===== config.mk =====
export PLATFORM = sky130hd
export DESIGN_NAME = tlb_op_ctrl
export DESIGN_NICKNAME = d
export VERILOG_FILES = /design/src/rtl/tlb_pkg.sv /design/src/rtl/tlb_random_ctr.sv /design/src/rtl/tlb_op_ctrl.sv
export SDC_FILE = /design/constraint.sdc
export NUM_CORES = 1
export LEC_CHECK = 0
export CAP_MARGIN = 10
export CORE_ASPECT_RATIO = 0.5
export CORE_MARGIN = 1
export CORE_UTILIZATION = 25
export CTS_BUF_LIST = sky130_fd_sc_hd__clkbuf_8
export CTS_CLUSTER_SIZE = 14
export DETAILED_ROUTE_END_ITERATION = 10
export PLACE_DENSITY = 0.66
export SLEW_MARGIN = 20
export SYNTH_ARGS = -nofsm -noshare
export SYNTH_HDL_FRONTEND = slang
export SYNTH_SLANG_ARGS = --single-unit
export TNS_END_PERCENT = 100

===== constraint.sdc =====
create_clock -name clk -period 1.3 [get_ports clk]
set_input_delay 0.13 -clock clk [delete_from_list [all_inputs] [get_ports clk]]
set_output_delay 0.13 -clock clk [all_outputs]
set_load 0.01 [all_outputs]

===== src/rtl/tlb_pkg.sv =====
// Shared definitions for the TLB maintenance sequencer: default TLB size,
// op encodings, FSM state enum and field offsets of the TLB result bus.
package tlb_pkg;

  localparam int TLB_NUM_DEFAULT = 16;

  // Op codes as issued by the execute stage; bit 1 set means a TLB write.
  typedef enum logic [1:0] {
    TLB_OP_P  = 2'b00,
    TLB_OP_R  = 2'b01,
    TLB_OP_WI = 2'b10,
    TLB_OP_WR = 2'b11
  } tlb_op_e;

  typedef enum logic [2:0] {
    IDLE  = 3'd0,
    WRITE = 3'd1,
    PROBE = 3'd2,
    READ  = 3'd3,
    DONE  = 3'd4
  } tlb_state_e;

  // Field offsets in tlb_cp0_bus_i, each field is 32 bits wide.
  localparam int BUS_W            = 160;
  localparam int FIELD_W          = 32;
  localparam int BUS_INDEX_LSB    = 0;
  localparam int BUS_PAGEMASK_LSB = 32;
  localparam int BUS_ENTRYHI_LSB  = 64;
  localparam int BUS_ENTRYLO0_LSB = 96;
  localparam int BUS_ENTRYLO1_LSB = 128;

  // Write ops (TLBWI/TLBWR) share the WRITE state.
  function automatic logic op_is_write(input logic [1:0] op);
    return op[1];
  endfunction

endpackage


===== src/rtl/tlb_random_ctr.sv =====
// CP0 Random counter. Counts down from TLB_NUM-1 to Wired and wraps back,
// holds while a TLB op is in flight so TLBWR sees a stable index.
module tlb_random_ctr
  import tlb_pkg::*;
#(
  parameter int TLB_NUM = TLB_NUM_DEFAULT,
  parameter int IDX_W   = $clog2(TLB_NUM)
) (
  input  logic             clk,
  input  logic             rst,
  input  logic             hold,
  input  logic [IDX_W-1:0] wired,
  input  logic             wired_we,
  output logic [IDX_W-1:0] random
);

  localparam logic [IDX_W-1:0] MAX_IDX = IDX_W'(TLB_NUM - 1);

  logic [IDX_W-1:0] cnt_q;
  logic [IDX_W-1:0] cnt_d;

  // Next-count selection: Wired write, hold, wrap at Wired, else decrement.
  always_comb begin
    cnt_d = cnt_q;
    if (wired_we) begin
      cnt_d = MAX_IDX;
    end else if (hold) begin
      cnt_d = cnt_q;
    end else if ((cnt_q == wired) || (wired >= MAX_IDX)) begin
      cnt_d = MAX_IDX;
    end else begin
      cnt_d = cnt_q - IDX_W'(1);
    end
  end

  // Counter register, resets to the top entry.
  always_ff @(posedge clk) begin
    if (rst) begin
      cnt_q <= MAX_IDX;
    end else begin
      cnt_q <= cnt_d;
    end
  end

  assign random = cnt_q;

endmodule


===== src/rtl/tlb_op_ctrl.sv =====
// TLB maintenance op sequencer (TLBP/TLBR/TLBWI/TLBWR). Accepts one op at a
// time, emits single-cycle TLB write pulses, captures probe/read results and
// hands them to CP0 with a write-enable in the DONE cycle.
module tlb_op_ctrl
  import tlb_pkg::*;
#(
  parameter int TLB_NUM = TLB_NUM_DEFAULT,
  parameter int IDX_W   = $clog2(TLB_NUM)
) (
  input  logic             clk,
  input  logic             rst,
  input  logic             op_valid_i,
  input  logic [1:0]       op_i,
  output logic             op_ready_o,
  input  logic             flush_i,
  output logic             busy_o,
  output logic             done_o,
  input  logic [IDX_W-1:0] wired_i,
  input  logic             wired_we_i,
  output logic [31:0]      random_o,
  output logic             tlb_write_index_o,
  output logic             tlb_write_random_o,
  input  logic [BUS_W-1:0] tlb_cp0_bus_i,
  output logic             cp0_index_we_o,
  output logic [31:0]      cp0_index_o,
  output logic             cp0_read_we_o,
  output logic [31:0]      cp0_entryhi_o,
  output logic [31:0]      cp0_entrylo0_o,
  output logic [31:0]      cp0_entrylo1_o,
  output logic [31:0]      cp0_pagemask_o
);

  tlb_state_e       state_q;
  tlb_state_e       state_d;
  tlb_state_e       state_nxt;
  logic [1:0]       op_q;
  logic [1:0]       op_d;
  logic [31:0]      index_q, index_d;
  logic [31:0]      entryhi_q, entryhi_d;
  logic [31:0]      entrylo0_q, entrylo0_d;
  logic [31:0]      entrylo1_q, entrylo1_d;
  logic [31:0]      pagemask_q, pagemask_d;
  logic             accept;
  logic             live;
  logic             hold_random;
  logic [IDX_W-1:0] random_idx;

  assign op_ready_o = (state_q == IDLE);
  assign busy_o     = (state_q != IDLE);
  assign accept     = op_valid_i && op_ready_o && !flush_i;

  // Pulses are suppressed in a flushed cycle and as soon as reset is seen.
  assign live = !rst && !flush_i;

  assign tlb_write_index_o  = live && (state_q == WRITE) && (op_q == TLB_OP_WI);
  assign tlb_write_random_o = live && (state_q == WRITE) && (op_q == TLB_OP_WR);
  assign done_o             = live && (state_q == DONE);
  assign cp0_index_we_o     = done_o && (op_q == TLB_OP_P);
  assign cp0_read_we_o      = done_o && (op_q == TLB_OP_R);

  // Freeze Random from the acceptance cycle until IDLE is re-entered.
  assign hold_random = busy_o || accept;

  tlb_random_ctr #(
    .TLB_NUM (TLB_NUM),
    .IDX_W   (IDX_W)
  ) u_random (
    .clk      (clk),
    .rst      (rst),
    .hold     (hold_random),
    .wired    (wired_i),
    .wired_we (wired_we_i),
    .random   (random_idx)
  );

  assign random_o = {{(32 - IDX_W){1'b0}}, random_idx};

  // Next-state logic; a flush in any busy state returns straight to IDLE.
  always_comb begin
    state_nxt = state_q;
    case (state_q)
      IDLE: begin
        if (accept) begin
          if (op_is_write(op_i)) begin
            state_nxt = WRITE;
          end else if (op_i == TLB_OP_R) begin
            state_nxt = READ;
          end else begin
            state_nxt = PROBE;
          end
        end else begin
          state_nxt = IDLE;
        end
      end
      WRITE:   state_nxt = DONE;
      PROBE:   state_nxt = DONE;
      READ:    state_nxt = DONE;
      DONE:    state_nxt = IDLE;
      default: state_nxt = IDLE;
    endcase
    state_d = (flush_i && (state_q != IDLE)) ? IDLE : state_nxt;
  end

  // State register.
  always_ff @(posedge clk) begin
    if (rst) begin
      state_q <= IDLE;
    end else begin
      state_q <= state_d;
    end
  end

  // Data capture: latch the op on accept, probe/read results one cycle later.
  always_comb begin
    op_d       = op_q;
    index_d    = index_q;
    entryhi_d  = entryhi_q;
    entrylo0_d = entrylo0_q;
    entrylo1_d = entrylo1_q;
    pagemask_d = pagemask_q;
    if (accept) begin
      op_d = op_i;
    end else begin
      op_d = op_q;
    end
    if ((state_q == PROBE) && !flush_i) begin
      index_d = tlb_cp0_bus_i[BUS_INDEX_LSB +: FIELD_W];
    end else begin
      index_d = index_q;
    end
    if ((state_q == READ) && !flush_i) begin
      pagemask_d = tlb_cp0_bus_i[BUS_PAGEMASK_LSB +: FIELD_W];
      entryhi_d  = tlb_cp0_bus_i[BUS_ENTRYHI_LSB  +: FIELD_W];
      entrylo0_d = tlb_cp0_bus_i[BUS_ENTRYLO0_LSB +: FIELD_W];
      entrylo1_d = tlb_cp0_bus_i[BUS_ENTRYLO1_LSB +: FIELD_W];
    end else begin
      pagemask_d = pagemask_q;
      entryhi_d  = entryhi_q;
      entrylo0_d = entrylo0_q;
      entrylo1_d = entrylo1_q;
    end
  end

  // Data registers.
  always_ff @(posedge clk) begin
    if (rst) begin
      op_q       <= 2'b00;
      index_q    <= 32'h0;
      entryhi_q  <= 32'h0;
      entrylo0_q <= 32'h0;
      entrylo1_q <= 32'h0;
      pagemask_q <= 32'h0;
    end else begin
      op_q       <= op_d;
      index_q    <= index_d;
      entryhi_q  <= entryhi_d;
      entrylo0_q <= entrylo0_d;
      entrylo1_q <= entrylo1_d;
      pagemask_q <= pagemask_d;
    end
  end

  assign cp0_index_o    = index_q;
  assign cp0_entryhi_o  = entryhi_q;
  assign cp0_entrylo0_o = entrylo0_q;
  assign cp0_entrylo1_o = entrylo1_q;
  assign cp0_pagemask_o = pagemask_q;

endmodule


* After elaboration in Yosys (flattened, before gate mapping) *
Index checks and enable logic that the tools add are counted.

storage, ports and cells
  bits in writable memories = 0
  memory bits (read-only) = 0
  bits in latches = 0
  memories = 0
  register bits = 169
  input bits = 171

operators by class
  bitwise logic cells = 0
  equality and inequality tests = 9
  reduce and logical (&&, ||, !) cells = 22
  divide/modulo/power cells = 0
  add/subtract/negate cells = 1
  order comparisons = 1
  shift operators = 0
  multipliers = 0
  multiplexer cells = 5

operators with widths
  cell                   count
  $logic_and A1 B1 Y1    12
  $eq A3 B2 Y1 const B   2
  $pmux W3 S2            1
  $eq A2 B1 Y1 const B   2
  $eq A2 B2 Y1 const B   2
  $eq A4 B4 Y1           1
  $ge A4 B4 Y1 const B   1
  $mux W4                1
  $reduce_or A2 Y1       2
  $sub A4 B1 Y4 const B  1
  $eq A3 B1 Y1 const B   1
  $eq A3 B3 Y1 const B   1
  $logic_not A3 Y1       1
  $mux W3                1
  $reduce_bool A3 Y1     1
  $reduce_or A3 Y1       1
  $logic_not A1 Y1       2
  $logic_not A2 Y1       1
  $logic_or A1 B1 Y1     2
  $mux W2                1
  $mux W1                1

* Depth between registers and ports, before layout *
  depth in word-level cells = 5
  gate-level depth with buffers = 6

* Hierarchy *
A second synthesis with hierarchy kept.

unflattened totals
  cell total of the unflattened synthesis = 785
  area, all modules = 6243.5 sq um

by module, submodules not included
  module          area an instance (sq um)  times used  cells an instance  sequential area each (sq um)
  tlb_op_ctrl     5988.2                    1           759                3303.2
  tlb_random_ctr  255.2                     1           26                 80.1

* Worst setup path after synthesis *
No wires, ideal clock.

  path type = reg2out
  start point = register state_q[1]
  end point = output port cp0_index_we_o
  cell stages (with the launch flop) = 5
  arrival time = 1.442 ns
  path slack = -0.272 ns
  data required time = 1.170 ns
  cell sequence = dfxtp_1 -> buf_6 -> or3_1 -> or3b_4 -> nor3_1

on the way
  cells in the longest elaborated chain, start to end = 3

ends and longest elaborated chain
  item                    line                text
  from (decl)             tlb_op_ctrl.sv:33   tlb_state_e state_q;
  from (signal assigned)  tlb_op_ctrl.sv:109  state_q <= state_d;
  $eq A3 B3 Y1            tlb_op_ctrl.sv:57   assign done_o = live && (state_q == DONE);
  $logic_and A1 B1 Y1     tlb_op_ctrl.sv:57
  $logic_and A1 B1 Y1     tlb_op_ctrl.sv:58   assign cp0_index_we_o = done_o && (op_q == TLB_OP_P);
  to (decl)               tlb_op_ctrl.sv:24   output logic cp0_index_we_o,

No other way between the ends.

* Worst setup path after layout *
  start point = register state_q[0]
  end point = output port cp0_read_we_o

on the way
  cells in the longest elaborated chain, start to end = 3

ends and longest elaborated chain
  item                 line               text
  $eq A3 B3 Y1         tlb_op_ctrl.sv:57
  $logic_and A1 B1 Y1  tlb_op_ctrl.sv:57
  $logic_and A1 B1 Y1  tlb_op_ctrl.sv:59  assign cp0_read_we_o = done_o && (op_q == TLB_OP_R);
  to (decl)            tlb_op_ctrl.sv:26  output logic cp0_read_we_o,

No other way between the ends.

==> reports/qor.yml <==
setup_path:
  critPathRequiredTime_ps: 1170
  r2r_cells: 9
  r2r-end: "cp0_entrylo1_o[16]"
  crit_type: "flop to output port"
  crit_arrival_ps: 1910
  reg2reg_from: "state_q[2]"
  path_cells: "or3_4 -> or3b_4 -> nor3b_4 -> buf_2"
  critPathMaxFanout: 3
  critPathCaptureType: "output port"
  slowest_delay_ps: 420
  r2r_setup_slack_ps: -350
  crit_path_start_kind: "flop"
  crit_slowest_cell: "or3b_4"
floorplan:
  ioPinCount: 370
  die_w_um: 223.9
  initial_core_util_pct: 25.57
  die_area_sq_um: 25290
  core-area_sq_um: 24070
  rows: 40
  die_height_um: 112.9
cells_and_area:
  diodes: 0
  stdcell_area_sq_um: 13540
  multiInputGateArea_sq_um: 4307
  stdcell_count: 1544
  drive_gt1_share_pct: 42.88
  seqCellArea_sq_um: 3393
  fin_nets: 1368
  nFillCells: 2022
  syn2layout_area_growth_pct: 119.9
route:
  first_pass_iters: 4
  via_per_inst: 4.624
  wl_per_cell_um: 18.97
  wl_um: 29290
  vias: 7140
  initialDrtViolationCount: 419
  detail-route-antenna-nets: 0
  drc_errors: 0
global_routing:
  grt_pass1_vias: 6477
  grt_pass1_wl_um: 36020
  overflow: 0
  grt_max_degree: 165
  antenna_found_initial: 0
  track_usage_pct: 18.60
worst_hold_path:
  holdPathStages: 4
  min_from: "rst"
  worstHoldEndpoint: "state_q[1]"
  hold_path_class: "primary input to flop"
timing:
  finalCriticalPeriod_ps: 2037
  tightest_slew_ps: 1424
  fin_tns_setup_ps: -42970
  finalHoldViolCount: 0
  fin_crit_sh_pct: 156.7
  fmax_mhz: 490.8
  rsz0062_at_grt: "true"
  final-max-slew-violation-count: 0
  finalSetupViolCount: 220
  setup_ws_ps: -737.3
  clock_skew_ps: 11.75
  worst_slew_margin_rel_pct: 5.088
status:
  violations: "setup timing"
  status: "finished with violations"
flow_run:
  maxCapViolations: 0
pwr:
  power_density_nw_per_um2: 751.1
  power.static_leakage_uw: 0.005447
  vdd_drop_max_mv: 0.5039
place:
  dpl_cell_area_sq_um: 10020
  gp_congestion: 0.8569
  dp_hpwl_um: 15230
  preCtsSetupSlack_ps: -765.9
  portBuffers: 341
  placedCellCount: 1431
clock_network:
  clk_pin_slew_ps: 80
  cts_made_buffers: 17
  cts_tree: "done"
  insertion_delay_ps: 490
  cts_root_buf: "clkbuf_8"
  clkSinkCount: 169
  h-tree-depth: 4
  clk_path_buf_depth: 2
logic_synthesis:
  yosysSeqAreaShare_pct: 54.97
  syn_area_sq_um: 6155
  syn_area_per_cell_sq_um: 7.880
  synthDistinctLibCells: 32
  synthCells: 781
  ys_ff_latch: 169
  yosys_warnings: 0
per-stage QoR:
step | power, uW | util [%] | hold slack, ps
2_1_floorplan | 5614 | - | 206.6
3_3_place_gp | 6217 | 41.62 | 440.7
3_5_place_dp | 6225 | 41.62 | 433.0
4_1_cts | 10070 | 46.06 | -19.49
5_1_grt | 10560 | 56.23 | -4.885
6_report | 10170 | 56.23 | 30.57
power breakdown:
| group | total (uW) | switching [uW] | internal [uW] |
|---|---|---|---|
| Clock | 3830 | 1960 | 1880 |
| Combinational | 1110 | 463 | 644 |
| Sequential | 5230 | 25.7 | 5200 |
| Total | 10200 | 2450 | 7720 |
timing repair:
action                                  CTS  global route
gates resized for setup                 263           542
endpoints found under the setup margin  338           228
hold endpoints to repair                  1             1
cloned                                   20            28
buffers inserted                         22            30
pin swaps                                 7           306
kinds of logic after synthesis:
logic type	Yosys count	synth area share, %
and+or+nand+nor	353	22.63
adders and majority gates	1	0.2033
other	1	0.06093
muxes	2	0.3253
DFF	169	54.97
xor gates and xnor gates	7	0.9962
buffers and inverters	85	7.400
AOI/OAI and AO/OA	163	13.42
synth_stat cells:
library cell  number  area (sq um)
dfxtp_1          169          3383
nand3b_1           1         7.510
buf_2             19         95.09
o211ai_1           1         7.510
nor4b_2            1         15.01
inv_1              3         11.26
or3_1              3         18.77
conb_1             1         3.750
or3b_4             1         11.26
mux2i_1            2         20.02
nor2_2             1         6.260
nor2_1             5         18.77
nor3b_2            1         12.51
nor4b_1            1         8.760
buf_6              1         11.26
a311oi_1           1         8.760
nand4_1            1         6.260
ha_1               1         12.51
nand2_1          327          1227
nor4_1             2         12.51
xnor2_1            1         8.760
buf_1              3         11.26
inv_2              1         3.750
nor3_1             3         15.01
o41ai_1            1         8.760
a21oi_1          160         800.8
clkbuf_1          30         112.6
buf_4             28         210.2
nand2b_1           1         6.260
nand3_1            4         20.02
and3_1             1         6.260
xor2_1             6         52.55
flip-flops by register name (all words and copies together), names as in the netlist:
| register | flops |
|---|---|
| cp0_entryhi_o | 32 |
| cp0_entrylo0_o | 32 |
| cp0_entrylo1_o | 32 |
| cp0_index_o | 32 |
| cp0_pagemask_o | 32 |
| u_random.random | 4 |
| state_q | 3 |
| op_q | 2 |
worst max-delay path, delay by kind of cell, from the launching register on:
kind | cells | cell delay, ps
buffers and inverters | 1 | 150
flip-flops | 1 | 330
AND/OR/NAND/NOR | 3 | 960
final cells by class:
type                            count  area share, %
Clock buffer                       21          2.135
Tap cell                          336          3.106
Sequential cell                   169          25.07
Inverter                            4         0.1109
Clock inverter                     10         0.7580
Multi-Input combinational cell    556          31.82
Timing Repair Buffer              448          37.00
per-layer routing:
layer	wire length, um	share of wire [%]	track usage (%)
met3	996	3.4	4.103
met1	11880	41	21.32
met5	0	0	0
met2	15210	52	33.17
met4	1201	4.1	8.676
worst max path at each step:
stage / startpoint / end / cells past startpoint
finish: state_q[0] / cp0_read_we_o / 4
global route: state_q[0] / cp0_read_we_o / 4
CTS: state_q[0] / cp0_read_we_o / 4
detailed placement: flush_i / tlb_write_random_o / 4
global placement: flush_i / tlb_write_random_o / 4
floorplan: state_q[1] / cp0_read_we_o / 4
placed cells by master (no fill, tap or decap), drive strengths merged:
cell / n
a21oi: 160
a311oi: 1
and3: 2
buf: 98
bufinv: 2
clkbuf: 42
clkdlybuf4s15: 11
clkdlybuf4s50: 169
clkinv: 3
conb: 28
dfxtp: 169
dlygate4sd2: 149
ha: 1
inv: 9
mux2i: 2
nand2: 327
nand2b: 1
nand3: 5
nand3b: 1
nand4: 1
nor2: 6
nor3: 3
nor3b: 1
nor4: 2
nor4b: 2
o211ai: 1
o41ai: 1
or3: 3
or3b: 1
xnor2: 1
xor2: 6
Note: power is estimated with default switching activity, not from simulation.
